<file path="config.mk">
export PLATFORM = sky130hd
export DESIGN_NAME = dp_exp_divide
export DESIGN_NICKNAME = d
export VERILOG_FILES = /design/src/rtl/dp_exp_divide.sv
export SDC_FILE = /design/constraint.sdc
export NUM_CORES = 1
export LEC_CHECK = 0
export BUFFER_PORTS_ARGS = -buffer_cell sky130_fd_sc_hd__buf_2
export CAP_MARGIN = 20
export CORE_AREA = 2 2 76 78
export CTS_CLUSTER_DIAMETER = 60
export DETAILED_ROUTE_END_ITERATION = 8
export DIE_AREA = 0 0 78 80
export PLACE_DENSITY_LB_ADDON = 0.2
export SLEW_MARGIN = 20
export SYNTH_ARGS = -nofsm -noshare
export SYNTH_HDL_FRONTEND = slang
export SYNTH_SLANG_ARGS = --single-unit
</file>
<file path="constraint.sdc">
create_clock -name clk -period 3.7 [get_ports clk]
set_input_delay 0.185 -clock clk [delete_from_list [all_inputs] [get_ports clk]]
set_output_delay 0.185 -clock clk [all_outputs]
set_load 0.02 [all_outputs]
</file>
<file path="src/rtl/dp_exp_divide.sv">
// Exponent and special-case path for the binary64 divider.
// Forms a - b + 1023 with the normalisation correction and saturation, behind a two-stage valid/ready pipeline.
module dp_exp_divide (
    input  logic        clk,
    input  logic        rst_n,
    input  logic        in_valid,
    output logic        in_ready,
    input  logic        a_sign,
    input  logic        b_sign,
    input  logic [10:0] a_exp,
    input  logic [10:0] b_exp,
    input  logic        a_man_nz,
    input  logic        b_man_nz,
    input  logic        sig_ge,
    output logic        out_valid,
    input  logic        out_ready,
    output logic [10:0] exp_out,
    output logic        sign_out,
    output logic        is_nan,
    output logic        is_inf,
    output logic        is_zero,
    output logic        ovf,
    output logic        unf,
    output logic        dbz
);

    logic s1_valid, s1_adv, s2_adv;
    logic s1_sign, s1_nan, s1_inf, s1_zero, s1_dbz;
    logic signed [12:0] s1_e;

    logic a_zero, a_max, a_nan, a_inf, a_norm;
    logic b_zero, b_max, b_nan, b_inf;
    logic r_nan, r_inf, r_zero, r_dbz;
    logic signed [12:0] e_calc;

    logic [10:0] n_exp;
    logic        n_inf, n_zero, n_ovf, n_unf;

    assign s2_adv   = !out_valid || out_ready;
    assign s1_adv   = !s1_valid || s2_adv;
    assign in_ready = s1_adv;

    always_comb begin
        a_zero = (a_exp == '0);
        a_max  = (a_exp == '1);
        a_nan  = a_max && a_man_nz;
        a_inf  = a_max && !a_man_nz;
        a_norm = !a_zero && !a_max;
        b_zero = (b_exp == '0);
        b_max  = (b_exp == '1);
        b_nan  = b_max && b_man_nz;
        b_inf  = b_max && !b_man_nz;

        r_nan  = a_nan || b_nan || (a_zero && b_zero) || (a_inf && b_inf);
        r_inf  = !r_nan && (a_inf || b_zero);
        r_dbz  = r_inf && b_zero && a_norm;
        r_zero = !r_nan && !r_inf && (a_zero || b_inf);

        // Range -1023..3068 fits 13-bit two's complement without wrapping.
        e_calc = {2'b00, a_exp} - {2'b00, b_exp} + 13'd1023 - {12'd0, !sig_ge};
    end

    always_ff @(posedge clk or negedge rst_n) begin
        if (!rst_n) begin
            s1_valid <= 1'b0;
            s1_sign  <= 1'b0;
            s1_nan   <= 1'b0;
            s1_inf   <= 1'b0;
            s1_zero  <= 1'b0;
            s1_dbz   <= 1'b0;
            s1_e     <= '0;
        end else begin
            if (s1_adv) s1_valid <= in_valid;
            if (s1_adv && in_valid) begin
                s1_sign <= a_sign ^ b_sign;
                s1_nan  <= r_nan;
                s1_inf  <= r_inf;
                s1_zero <= r_zero;
                s1_dbz  <= r_dbz;
                s1_e    <= e_calc;
            end
        end
    end

    always_comb begin
        n_exp  = '0;
        n_inf  = s1_inf;
        n_zero = s1_zero;
        n_ovf  = 1'b0;
        n_unf  = 1'b0;
        if (s1_nan || s1_inf) begin
            n_exp = '1;
        end else if (s1_zero) begin
            n_exp = '0;
        end else if (s1_e >= 13'sd2047) begin
            n_exp = '1;
            n_inf = 1'b1;
            n_ovf = 1'b1;
        end else if (s1_e <= 13'sd0) begin
            n_zero = 1'b1;
            n_unf  = 1'b1;
        end else begin
            n_exp = s1_e[10:0];
        end
    end

    // Output payload only loads on a real result so it reads zero until the first one.
    always_ff @(posedge clk or negedge rst_n) begin
        if (!rst_n) begin
            out_valid <= 1'b0;
            exp_out   <= '0;
            sign_out  <= 1'b0;
            is_nan    <= 1'b0;
            is_inf    <= 1'b0;
            is_zero   <= 1'b0;
            ovf       <= 1'b0;
            unf       <= 1'b0;
            dbz       <= 1'b0;
        end else begin
            if (s2_adv) out_valid <= s1_valid;
            if (s2_adv && s1_valid) begin
                exp_out  <= n_exp;
                sign_out <= s1_sign;
                is_nan   <= s1_nan;
                is_inf   <= n_inf;
                is_zero  <= n_zero;
                ovf      <= n_ovf;
                unf      <= n_unf;
                dbz      <= s1_dbz;
            end
        end
    end

endmodule

</file>
* Yosys cells after proc, flatten, opt, wreduce, memory -nomap -nowiden *
Cells that the tools add are included.

operators by class
  $add $sub $neg = 3
  $lt $le $gt $ge = 2
  eq/ne operators = 2
  multiplexer cells = 16
  bitwise operators = 1
  reduce and logical (&&, ||, !) cells = 33

operators by type and width
  cell                                                                  count
  two-way mux 11 bit                                                    4
  equality test 11 bit (second input constant)                          2
  logical NOT 11 bit                                                    2
  logical AND 1 bit                                                     14
  adder 12 x 11 -> 13 bit (second input constant)                       1
  greater-or-equal comparator 13 x 12 -> 1 bit (second input constant)  1
  less-or-equal comparator 13 x 1 -> 1 bit (second input constant)      1
  subtractor 13 x 1 -> 13 bit                                           1
  two-way mux 1 bit                                                     12
  subtractor 11 x 11 -> 12 bit                                          1
  logical NOT 1 bit                                                     9
  logical OR 1 bit                                                      8
  bitwise XOR 1 bit                                                     1

storage, ports and cells
  bits in registers = 38
  input bits = 31
  output and inout bits = 20
  logic and storage cells = 73

* Depth between registers and ports, before layout *
  depth in word-level cells = 10
  mapped depth = 17
  depth with buffers taken out = 17

* Least setup slack after synthesis *
Ideal clock, no wire load.

  path type = input-to-reg
  from = in a_exp[0]
  to = reg s1_e[9]
  setup time = 0.125 ns
  arrival time = 2.924 ns
  path slack = 0.651 ns
  stages = 17
  buffers on the path = 0
  cells stage by stage = inv_1 -> ha_1 -> inv_1 -> fa_1 -> a21o_1 -> a21oi_1 -> xnor2_1 -> inv_2 -> ha_1 -> inv_1 -> nor2_1 -> nor2_1 -> inv_1 -> maj3_2 -> a211oi_2 -> xor2_1 -> mux2_2

between the ends
  cells in the longest elaborated chain, start to end = 3

RTL lines
  element                       line  RTL
  start, declared               10    input logic [10:0] a_exp,
  subtractor 11 x 11 -> 12 bit  60    e_calc = {2'b00, a_exp} - {2'b00, b_exp} + 13'd1023 - {12'd0, !sig_ge};
  adder 12 x 11 -> 13 bit       60
  subtractor 13 x 1 -> 13 bit   60
  end signal, assigned          80    s1_e <= e_calc;
  end, declared                 29    logic signed [12:0] s1_e;

No other way between the ends.
A chain may end at the register's enable or synchronous reset.

* Final worst setup path *
Ends and elaborated chain as after synthesis.

==> run_results.csv <==
group,metric,value,unit
outcome,status,"finished, violations left",
outcome,violations,"negative hold slack",
sta,min_period_over_period,82.28,%
detailed_routing,vias,2462,
pwr,p_int,1.025,mW
global_route,antenna_found_initial,0,
global_route,grt_pass1_wl,10320,um
setup_path,cpMaxStageDelayCell,"fa_1",
finish,top_regs,"s1_e: 13 flops, exp_out: 11 flops",
detailed_routing,drcViolationCount,0,
detailed_routing,wl_per_cell,12.45,um
synth,synth-seq-area-share,34.37,%
sta,fin_skew,0.003835,ns
sta,setup_viol,0,
sta,hold_viol_final,38,
die,core_area,5405,um2
synth,syn_nets,387,
pwr,power_density,546.4,nW/um2
die,rows,27,
hold_path,hp-class,"input pin to asynchronous set/reset pin",
synth,async_reset_ff_share,100.0,%
synth,synth-main-ff-cell,"dfrtp_1",
die,ios,51,
setup_path,worstPathRequired,3.87,ns
synth,yosysTopAreaCell,"dfrtp_1",
finish,drive_gt1_share,19.53,%
sta,finalSetupTns,0,ns
setup_path,ff2ff_path_depth,5,
pwr,combPwrFrac,46.0,%
setup_path,path_max_fanout,3,
synth,ys_types,52,
die,dieHeight,80,um
global_route,grt_pass1_vias,2455,
finish,nets,437,
clock_tree,root_buffer,"clkbuf_8",
setup_path,start_kind,"input pin",
synth,synth_top_area_share,34.37,%
pwr,seqPwrFrac,37.9,%
finish,area.growth.synth_to_final,14.65,%
setup_path,critical_path_class,"input pin to register",
pwr,clockPowerShare,16.1,%
setup_path,end_kind,"register",
synth,yosys_warnings,0,
setup_path,cpMostUsedCell,"inv_1",
clock_tree,insertion_delay,0.28,ns
global_route,grt_usage,20.05,%
clock_tree,post-cts-setup-buffers,0,
sta,fmax,0.3285,GHz
clock_tree,clkSinkCount,38,
pwr,leakagePower,1.529,nW
clock_tree,cts_buffer_depth,2,
sta,tightest_slew,0.7849,ns
sta,slew_headroom,47.67,%
place,gp_congestion,0.8086,
setup_path,cp_data_arrival_time,3.22,ns
finish,finalInstanceArea,3172,um2
detailed_routing,ant_nets,0,
sta,maxSlewViolCount,0,
global_route,grt_overflow_total,0,
finish,largest_reg_flops,13,
synth,synth-seq-cells,38,
clock_tree,cts_hold_buffers,0,
detailed_routing,drt-pass1-iter-count,5,
sta,rsz0062_at_grt,"no",
place,dp_hpwl,4716,um
synth,synth_area_leaders,"dfrtp_1 (34%), ha_1 (9.5%), nand2_1 (7.5%), inv_1 (4.2%), nor2_1 (4.1%)",
synth,syn_inst,333,
finish,diodes,0,
pwr,max-vdd-ir-drop,0.2837,mV
pwr,p_switching,0.7082,mW
clock_tree,numCtsBuffers,5,
detailed_routing,drtIter0Drc,94,
clock_tree,h-tree-depth,2,
sta,min_period,3.044,ns
die,die_area,6240,um2
place,placedInstanceArea,3080,um2
synth,synth_commonest_cells,"nand2_1 (55), dfrtp_1 (38), inv_1 (31)",
job,cap_violations,0,
detailed_routing,routed_wl,5678,um
sta,holdWs,-0.01802,ns
detailed_routing,viasPerCell,5.399,
finish,fillCellCount,515,
finish,regMostFlops,"s1_e",
synth,synth_edf_count,0,
die,die_w,78,um
synth,synth_area,2766,um2
pwr,p_sw_share,40.87,%
setup_path,path_cells,"buf_2, inv_1, ha_1, inv_1, fa_1, a21o_1, a21oi_1, xnor2_1, inv_2, ha_1, inv_1, nor2_1, nor2_1, inv_1, maj3_2, a211oi_2, xor2_1, mux2_2",
clock_tree,ctsResizeCount,0,
global_route,grt_max_degree,39,
synth,avgSynthCellArea,8.308,um2
setup_path,slowest_delay,0.41,ns
synth,synth.most_common_cell,"nand2_1",
clock_tree,clk_pin_slew,0.07,ns
place,io_buffers,50,
die,initial_core_util,51.18,%
clock_tree,tritoncts,"done",
[power by group through the flow]
stage	registers [mW]	logic, mW	clock network [mW]
final	0.656	0.798	0.279
after global routing	0.675	0.911	0.310
after CTS	0.654	0.806	0.288
after detailed placement	0.662	0.803	0
after global placement	0.655	0.791	0
after floorplan	0.721	0.522	0
[kinds of logic after synthesis]
group,Yosys count,synth area share [%]
AO/OA/AOI/OAI,71,17.78
XOR/XNOR,19,6.558
adder cells (fa/ha/maj),24,11.35
buffers and inverters,39,5.292
flip-flops,38,34.37
multiplexers,4,1.718
AND/OR/NAND/NOR,138,22.93
[cell usage in the layout, fill, tap and decap left out, drive strengths merged, types with 2 or more instances in the layout]
cell type	Yosys	final
o21ai	16	16
nand2	56	56
nor2	30	30
xor2	6	6
fa	2	2
and3	3	3
clkbuf	7	7
ha	21	21
a211oi	2	2
nor2b	3	3
nor3	9	9
and2	4	4
dfrtp	38	38
nand4	9	9
nor4	8	8
a21o	3	3
nand2b	3	3
o21a	3	3
buf	0	50
mux2	3	3
a31o	2	2
o2111ai	4	4
nand3	9	9
o211ai	2	2
a311oi	2	2
or3	2	2
a31oi	5	5
inv	32	32
xnor2	13	13
a21oi	23	23
[layout make-up]
| type | count | area [um2] | area share (%) |
|---|---|---|---|
| Multi-Input combinational cell | 256 | 1669 | 52.62 |
| Sequential cell | 38 | 950.9 | 29.98 |
| Timing Repair Buffer | 50 | 250.2 | 7.890 |
| Inverter | 32 | 120.1 | 3.787 |
| Tap cell | 72 | 90.09 | 2.840 |
| Clock buffer | 7 | 86.33 | 2.722 |
| Clock inverter | 1 | 5.005 | 0.1578 |
[through the flow]
| stage | cells | setup slack, ns | total power, mW | utilization [%] |
|---|---|---|---|---|
| final | 456 | 0.6556 | 1.733 | 58.68 |
| after global routing | 456 | 0.2299 | 1.897 | 58.68 |
| after CTS | 456 | 0.6321 | 1.748 | 58.68 |
| after detailed placement | 448 | 0.3298 | 1.465 | 56.99 |
| after global placement | 448 | 0.4078 | 1.447 | 56.99 |
| after floorplan | 333 | 0.6511 | 1.243 | - |
[worst paths after layout]
kind	slack, ns	to	from
min reg2reg	0.46	is_zero$_DFFE_PN0P_	is_zero$_DFFE_PN0P_
max	0.66	s1_e[9]$_DFFE_PN0P_	a_exp[0]
max in group asynchronous	3.22	s1_e[8]$_DFFE_PN0P_	rst_n
max reg2reg	1.98	s1_e[11]$_DFFE_PN0P_	out_valid$_DFFE_PN0P_
min	-0.02	sign_out$_DFFE_PN0P_	rst_n
min in group clk	0.12	s1_valid$_DFFE_PN0N_	in_valid
[worst max-delay path, delay by kind of cell]
family                   cells  cell delay (ns)
adder cells (fa/ha/maj)      4             1.19
AND/OR/NAND/NOR              2             0.20
multiplexers                 1             0.26
XOR/XNOR                     2             0.31
buffers and inverters        6             0.46
AO/OA/AOI/OAI                3             0.58
[routing by layer]
layer	GRT usage [%]	wire [um]	part of all wire [%]	vias up
li1	-	-	-	1259
met4	5.789	76	1.3	0
met2	36.98	2887	51	53
met3	3.620	215	3.8	9
met1	23.79	2499	44	1141
met5	0	0	0	-
Power figures use the tool's default switching activity.
